[src/rtl/onchip_mem_arbiter.sv]
// ---------------------------------------------------------------------------
// onchip_mem_arbiter
//   Two-requester arbiter for a single-port on-chip RAM. Requester m0 (Nios
//   data master) and m1 (DCNN accelerator master) present Avalon-MM slave
//   interfaces with waitrequest/readdatavalid; the arbiter drives the RAM pins.
//
//   Grant is combinational: a request is accepted in the same cycle it is
//   presented, one beat per cycle. Read data arrives from the RAM one cycle
//   after the read beat. It is passed straight through to both requesters,
//   and only the readdatavalid strobe is routed to the requester that issued
//   the read.
//
//   Configuration macro:
//     ONCHIP_ARB_FIXED_PRIO_EN  defined   -> m0 always wins when requesting.
//                               undefined -> round-robin with a MAX_HOLD
//                                            burst allowance (default).
//
//   Reset is synchronous and active-high.
// ---------------------------------------------------------------------------
module onchip_mem_arbiter #(
  parameter int ADDR_W   = 17,
  parameter int DATA_W   = 32,
  parameter int MAX_HOLD = 4,            // legal range 1..15
  localparam int BE_W    = DATA_W / 8
) (
  input  logic              clk,
  input  logic              reset,

  input  logic [ADDR_W-1:0] m0_address,
  input  logic [BE_W-1:0]   m0_byteenable,
  input  logic              m0_read,
  input  logic              m0_write,
  input  logic [DATA_W-1:0] m0_writedata,
  output logic              m0_waitrequest,
  output logic [DATA_W-1:0] m0_readdata,
  output logic              m0_readdatavalid,

  input  logic [ADDR_W-1:0] m1_address,
  input  logic [BE_W-1:0]   m1_byteenable,
  input  logic              m1_read,
  input  logic              m1_write,
  input  logic [DATA_W-1:0] m1_writedata,
  output logic              m1_waitrequest,
  output logic [DATA_W-1:0] m1_readdata,
  output logic              m1_readdatavalid,

  output logic [ADDR_W-1:0] mem_address,
  output logic [BE_W-1:0]   mem_byteenable,
  output logic              mem_chipselect,
  output logic              mem_write,
  output logic [DATA_W-1:0] mem_writedata,
  output logic              mem_clken,
  input  logic [DATA_W-1:0] mem_readdata
);

  typedef enum logic {
    ID_M0 = 1'b0,
    ID_M1 = 1'b1
  } req_id_e;

  localparam logic [3:0] HOLD_LIM = 4'(MAX_HOLD);
  localparam logic [3:0] HOLD_SAT = 4'hF;

  // Registered arbitration and read-tracking state.
  req_id_e    owner, owner_d;
  req_id_e    last,  last_d;
  logic [3:0] hold_cnt, hold_cnt_d;
  logic       rd_pend, rd_pend_d;
  req_id_e    rd_id, rd_id_d;

  // Combinational grant.
  logic       grant_vld;
  req_id_e    grant_id;

  // Request vector indexed by requester id.
  logic [1:0] req;
  logic       sel_read;
  logic       sel_write;

  assign req[ID_M0] = m0_read | m0_write;
  assign req[ID_M1] = m1_read | m1_write;

  // Pick this cycle's winner; nothing is granted while reset is held.
  always_comb begin
    // NOTE: every signal driven here gets a default first so no path leaves it
    // unassigned; a missing default would infer a latch.
    grant_vld = 1'b0;
    grant_id  = ID_M0;
    if (!reset) begin
`ifdef ONCHIP_ARB_FIXED_PRIO_EN
      if (req[ID_M0]) begin
        grant_vld = 1'b1;
        grant_id  = ID_M0;
      end else if (req[ID_M1]) begin
        grant_vld = 1'b1;
        grant_id  = ID_M1;
      end
`else
      if (req[owner] && (hold_cnt < HOLD_LIM)) begin
        grant_vld = 1'b1;
        grant_id  = owner;
      end else if (req[~last]) begin
        grant_vld = 1'b1;
        grant_id  = req_id_e'(~last);
      end else if (req[last]) begin
        grant_vld = 1'b1;
        grant_id  = last;
      end
`endif
    end
  end

  assign sel_read  = (grant_id == ID_M1) ? m1_read  : m0_read;
  assign sel_write = (grant_id == ID_M1) ? m1_write : m0_write;

  // Compute next arbitration state and the read-pending marker for this beat.
  always_comb begin
    owner_d    = owner;
    last_d     = last;
    hold_cnt_d = hold_cnt;
    rd_pend_d  = 1'b0;
    rd_id_d    = rd_id;
    if (grant_vld) begin
      owner_d = grant_id;
      last_d  = grant_id;
      // The counter saturates so a lone requester streaming for a long time
      // cannot wrap back below MAX_HOLD and starve a late-arriving peer.
      if (grant_id == owner)
        hold_cnt_d = (hold_cnt == HOLD_SAT) ? HOLD_SAT : hold_cnt + 4'd1;
      else
        hold_cnt_d = 4'd1;
      // A beat with both read and write set is a write; no data comes back.
      rd_pend_d = sel_read & ~sel_write;
      rd_id_d   = grant_id;
    end else begin
      hold_cnt_d = 4'd0;
    end
  end

  // State register with synchronous reset; m0 wins the first tie after reset.
  always_ff @(posedge clk) begin
    // NOTE: sequential state uses non-blocking assignments so every register
    // samples its pre-edge inputs regardless of statement order.
    if (reset) begin
      owner    <= ID_M0;
      last     <= ID_M1;
      hold_cnt <= 4'd0;
      rd_pend  <= 1'b0;
      rd_id    <= ID_M0;
    end else begin
      owner    <= owner_d;
      last     <= last_d;
      hold_cnt <= hold_cnt_d;
      rd_pend  <= rd_pend_d;
      rd_id    <= rd_id_d;
    end
  end

  // Steer the winner onto the RAM pins and answer both requesters.
  always_comb begin
    mem_address    = (grant_id == ID_M1) ? m1_address    : m0_address;
    mem_byteenable = (grant_id == ID_M1) ? m1_byteenable : m0_byteenable;
    mem_writedata  = (grant_id == ID_M1) ? m1_writedata  : m0_writedata;
    mem_chipselect = grant_vld;
    mem_write      = grant_vld & sel_write;
    mem_clken      = 1'b1;

    m0_waitrequest = ~(grant_vld && (grant_id == ID_M0));
    m1_waitrequest = ~(grant_vld && (grant_id == ID_M1));

    // A reset arriving the cycle after a read beat swallows its valid strobe.
    m0_readdatavalid = rd_pend & ~reset & (rd_id == ID_M0);
    m1_readdatavalid = rd_pend & ~reset & (rd_id == ID_M1);
    m0_readdata      = mem_readdata;
    m1_readdata      = mem_readdata;
  end

endmodule

[config.mk]
export PLATFORM = sky130hd
export DESIGN_NAME = onchip_mem_arbiter
export DESIGN_NICKNAME = d
export VERILOG_FILES = /design/src/rtl/onchip_mem_arbiter.sv
export SDC_FILE = /design/constraint.sdc
export NUM_CORES = 1
export LEC_CHECK = 0
export ABC_AREA = 1
export CAP_MARGIN = 10
export CORE_AREA = 2 2 104 106
export DETAILED_ROUTE_END_ITERATION = 6
export DIE_AREA = 0 0 106 108
export DONT_BUFFER_PORTS = 1
export SKIP_CTS_REPAIR_TIMING = 1
export SYNTH_ARGS = -nofsm -noshare
export SYNTH_HDL_FRONTEND = slang
export SYNTH_SLANG_ARGS = --single-unit
export TNS_END_PERCENT = 20
[constraint.sdc]
create_clock -name clk -period 1.2 [get_ports clk]
set_input_delay 0.18 -clock clk [delete_from_list [all_inputs] [get_ports clk]]
set_output_delay 0.18 -clock clk [all_outputs]
set_load 0.01 [all_outputs]
# After elaboration in Yosys (flattened, before gate mapping)
# Cells that the tools add are included.
[word_totals]
reg_bits = 7
inputBits = 144
out_inout_bits = 124
[classes]
add_sub_neg = 1
n_reduce_logical = 5
n_mux = 21
n_lt_le_gt_ge = 4
n_bitwise = 16
eq_ne = 2
[ops]
columns = ["op", "n"]
rows = [
  ["32-bit 2-to-1 mux", 1],
  ["1-bit 2-to-1 mux", 17],
  ["17-bit 2-to-1 mux", 1],
  ["1-bit inverter", 9],
  ["4-bit 2-to-1 mux", 2],
  ["1-bit by 2-bit < comparator with 1-bit output (second input constant)", 3],
  ["1-bit bitwise AND", 5],
  ["4-bit by 1-bit adder with 4-bit output (second input constant)", 1],
  ["4-bit equality test (second input constant)", 1],
  ["4-bit by 3-bit < comparator with 1-bit output (second input constant)", 1],
  ["1-bit logical AND", 3],
  ["3-bit OR reduction", 1],
  ["1-bit OR", 2],
  ["2-bit OR reduction", 1],
  ["1-bit equality test", 1],
]

# Longest topological paths before layout
[logic_depth]
word_depth = 10
ltp_mapped = 9
mapped_depth_nobuf = 8

# Worst setup path before layout
# No wires, ideal clock.
[synth_timing]
path_kind = "reg-to-output"
start = "register hold_cnt[2]"
end = "output mem_writedata[10]"
path_stages_with_launch = 9
t_required_ns = 1.020
arrival_time_ns = 1.083
setup_slack_ns = -0.063
n_path_buf = 2
path_cell_list = "dfxtp_1 nor2_1 nand2_1 nand3_2 nand2_2 buf_6 buf_6 nand2_2 nand2_1"
[synth_between]
elab_chain_len = 5
[synth_rtl]
columns = ["item", "line_no", "rtl"]
rows = [
  ["start: declaration", "67", "logic [3:0] hold_cnt, hold_cnt_d;"],
  ["start signal: assignment", "153", "hold_cnt <= hold_cnt_d;"],
  ["4-bit by 3-bit < comparator with 1-bit output", "99", "if (req[owner] && (hold_cnt < HOLD_LIM)) begin"],
  ["1-bit logical AND", "99", ""],
  ["1-bit 2-to-1 mux", "99", ""],
  ["1-bit 2-to-1 mux", "89", "if (!reset) begin"],
  ["32-bit 2-to-1 mux", "163", "mem_writedata = (grant_id == ID_M1) ? m1_writedata : m0_writedata;"],
  ["end: declaration", "51", "output logic [DATA_W-1:0] mem_writedata,"],
]
# No other way between the ends.

# Worst setup path after layout
[layout_timing]
start = "register hold_cnt[2]"
end = "output mem_write"
[layout_between]
elab_chain_len = 6
word_cells_on_any_way = 8
[layout_rtl]
columns = ["item", "line_no", "rtl"]
rows = [
  ["4-bit by 3-bit < comparator with 1-bit output *", "99", ""],
  ["1-bit logical AND *", "99", ""],
  ["1-bit 2-to-1 mux", "99", ""],
  ["1-bit 2-to-1 mux", "89", ""],
  ["1-bit 2-to-1 mux", "114", "assign sel_write = (grant_id == ID_M1) ? m1_write : m0_write;"],
  ["1-bit bitwise AND *", "165", "mem_write = grant_vld & sel_write;"],
  ["end: declaration", "50", "output logic mem_write,"],
]
# Every way passes the cells marked *; elsewhere a longest branch is shown, timed or not.

==> results.md <==
* Buf/Inv on CP at 1
* Ports at 268
* Global placer's final weighted congestion at 0.6764
* Mapped Nets at 443
* Hold Crit Depth at 1
* Core area at 10230 sq um
* Distinct cells, synth at 21
* Clk slew on worst S/H paths at 0.04 ns
* Critical-path top delay cell: dfxtp_2
* Flop2flop setup slack at -0.02 ns
* Via Count at 1515
* H-tree Lvls at 1
* Crit. End Element: output port
* Util after Layout at 0.1622
* Largest net degree at the start of global routing at 32
* Hold WC Path Type: in2reg
* Hold Crit Start: reset
* Chip height at 108 microns
* Hold Vio Cnt, Final at 0
* Reg-to-Reg Start: hold_cnt[2]
* Maximum clock frequency at 639.4 MHz
* CTS Buf Count at 3
* Row cnt at 37
* WHS Endpoint: rd_id
* Leak pwr at 0.7852 nW
* Failing checks: negative setup slack
* First-pass GRT wire length at 6306 microns
* Final WS setup at -0.3641 ns
* DRC marker count from the first detailed-route iteration at 50
* Clk_lat worst skew at 0.22 ns
* Ys Warns at 0
* Design Area, Final at 1659 sq um
* Mapped cell area at 1683 sq um
* RSZ-0062 raised after global routing: yes
* GRT Overall Usage at 0.06954
* Max-slew violations at 0
* Worst-path fanout max at 10
* CP Data Arrival Time at 1.38 ns
* Hpwl dp at 3918 microns
* Crit path from: hold_cnt[2]
* Vias in the first global route at 1207
* Final Net Count at 381
* Post-synth EDFFs at 0
* Power per cell area at 745.0 nW/um^2
* Root buffer selected by CTS: clkbuf_8
* Initial cell density of the core at 0.1645
* Crit-path cells: o21ai_2 > nand3_4 > nand2_8 > buf_12 > nand2_1 > a21oi_2
* Drt drc at 0
* Die ar. at 11450 sq um
* Drt first pass iters at 4
* Async SR Flop Fraction at 0
* Register area share after synthesis at 0.08327
* CTS tree: built
* Post-synth top flop: dfxtp_1
* Syn Area/Cell at 5.647 sq um
* GRT overflow at 0
* CTS Sinks at 7
* RR Endpoint: hold_cnt[0]
* WL per Instance at 13.63 microns
* Worst Clk Skew at 0.0009965 ns
* Initial antenna violation count at 1
* Max_cap viols at 0
* Die X at 106 microns
* CP Launch Type: flop
* Area Growth Syn to Fin at -1.413%
* Via density per instance at 4.073
* Worst vdd ir at 0.0006175 V
* CP max stage delay at 0.32 ns
* Setup-failing EPs final at 57
* Status: complete, but fails checks
* Cell family with most CP delay: simple AND/OR/NAND/NOR gates
* Final ANT Viol Nets at 0
* Share of layout cells above drive strength 1 at 0.3404
* Min cycle time layout at 1.564 ns
* IO Port Bufs at 0
* Reg2Reg Depth at 9
* WP data required at 1.02 ns
* Syn Inst Count at 298
* Placed inst area at 1463 sq um
* Tcrit/Tclk final at 1.303
* Final WL at 5072 microns
* Pre-CTS setup slack at -0.2055 ns
* Final cell count without fillers at 372
* Hold WS at 0.01848 ns
* Longest Clk Path Bufs at 2
* # fillers at 1189
* CP Class: reg2out
* Synthesized flop and latch total at 7
* Placed cell count at 366
cells in the final DEF (no fill, tap or decap):
| cell type | instances |
|---|---|
| o21ai_2 | 2 |
| nand3_2 | 2 |
| nand2_8 | 1 |
| nand2_1 | 67 |
| nor2_1 | 6 |
| buf_12 | 5 |
| buf_6 | 1 |
| nor3_4 | 1 |
| dfxtp_2 | 2 |
| ha_1 | 1 |
| clkbuf_8 | 3 |
| clkbuf_16 | 1 |
| a31oi_1 | 1 |
| conb_1 | 1 |
| a21oi_1 | 1 |
| xor2_1 | 1 |
| diode_2 | 1 |
| o211ai_1 | 1 |
| nor3_2 | 1 |
| nand2_2 | 48 |
| clkbuf_1 | 1 |
| or2_1 | 1 |
| nand3_1 | 57 |
| dfxtp_1 | 5 |
| a21oi_2 | 1 |
| nand3_4 | 2 |
| nor2_4 | 1 |
| buf_4 | 9 |
| inv_1 | 11 |
| o21ai_0 | 1 |
through the flow:
stage          total power [mW]   TNS, ns
2_1_floorplan            0.9508  -0.01858
3_3_place_gp             0.8507    -8.300
3_5_place_dp             0.8545    -9.294
4_1_cts                   1.188    -23.01
5_1_grt                   1.329    -21.72
6_report                  1.236    -17.13
sequential cells by signal, indices dropped and copies added, names as in the netlist:
register / flops
hold_cnt: 4
last: 1
rd_id: 1
rd_pend: 1
layer usage:
layer  wire [microns]  global-route usage  vias to the layer above  share of wire
met1             1784             0.07419                      650           0.35
li1                 -                   -                      749              -
met4              291             0.04699                        0          0.057
met2             2612              0.1230                       93           0.51
met5                0                   0                        -              0
met3              384             0.01567                       23          0.076
cell families (layout without fill, tap and decap cells):
kind of cell             count (synthesis)  in the layout  share of synthesized area
adder cells (fa/ha/maj)                  1              1                   0.007434
AO/OA/AOI/OAI                            7              7                    0.02528
XOR/XNOR                                 1              1                   0.005205
flip-flops                               7              7                    0.08327
AND/OR/NAND/NOR                        187            187                     0.4922
other                                    1              2                   0.002228
buffers and inverters                   94             31                     0.3844
worst max path at each step:
stage | endpoint | slack (ns) | depth (start not counted)
final | mem_write | -0.36 | 6
after detailed placement | mem_address[13] | -0.21 | 6
after CTS | mem_address[13] | -0.45 | 6
after global routing | mem_write | -0.44 | 6
after floorplan | mem_writedata[10] | -0.01 | 7
after global placement | mem_address[13] | -0.19 | 6
where the power goes:
group | internal (mW) | switching, mW
sequential | 0.251 | 0.00835
combinational | 0.222 | 0.428
clock | 0.229 | 0.0977
total | 0.702 | 0.534
final cells by class:
cell class                      instances  area [sq um]  area share
Timing Repair Buffer                   16         203.9      0.1229
Inverter                               11         41.29     0.02489
Multi-Input combinational cell        197          1054      0.6350
Clock buffer                            4         45.04     0.02715
Sequential cell                         7         142.6     0.08597
Tap cell                              136         170.2      0.1026
Antenna cell                            1         2.502    0.001508
synth_stat cells, types with 2 or more instances:
cell type / n / area share
nand2_2: 12 / 0.045
nor3_1: 2 / 0.0059
nand2_1: 104 / 0.23
inv_1: 11 / 0.025
buf_4: 71 / 0.32
nor2_1: 7 / 0.016
buf_6: 2 / 0.013
a21oi_1: 2 / 0.0059
nand3_2: 3 / 0.018
buf_2: 10 / 0.030
nand3_1: 58 / 0.17
dfxtp_1: 7 / 0.083
(Power assumes the default switching activity.)
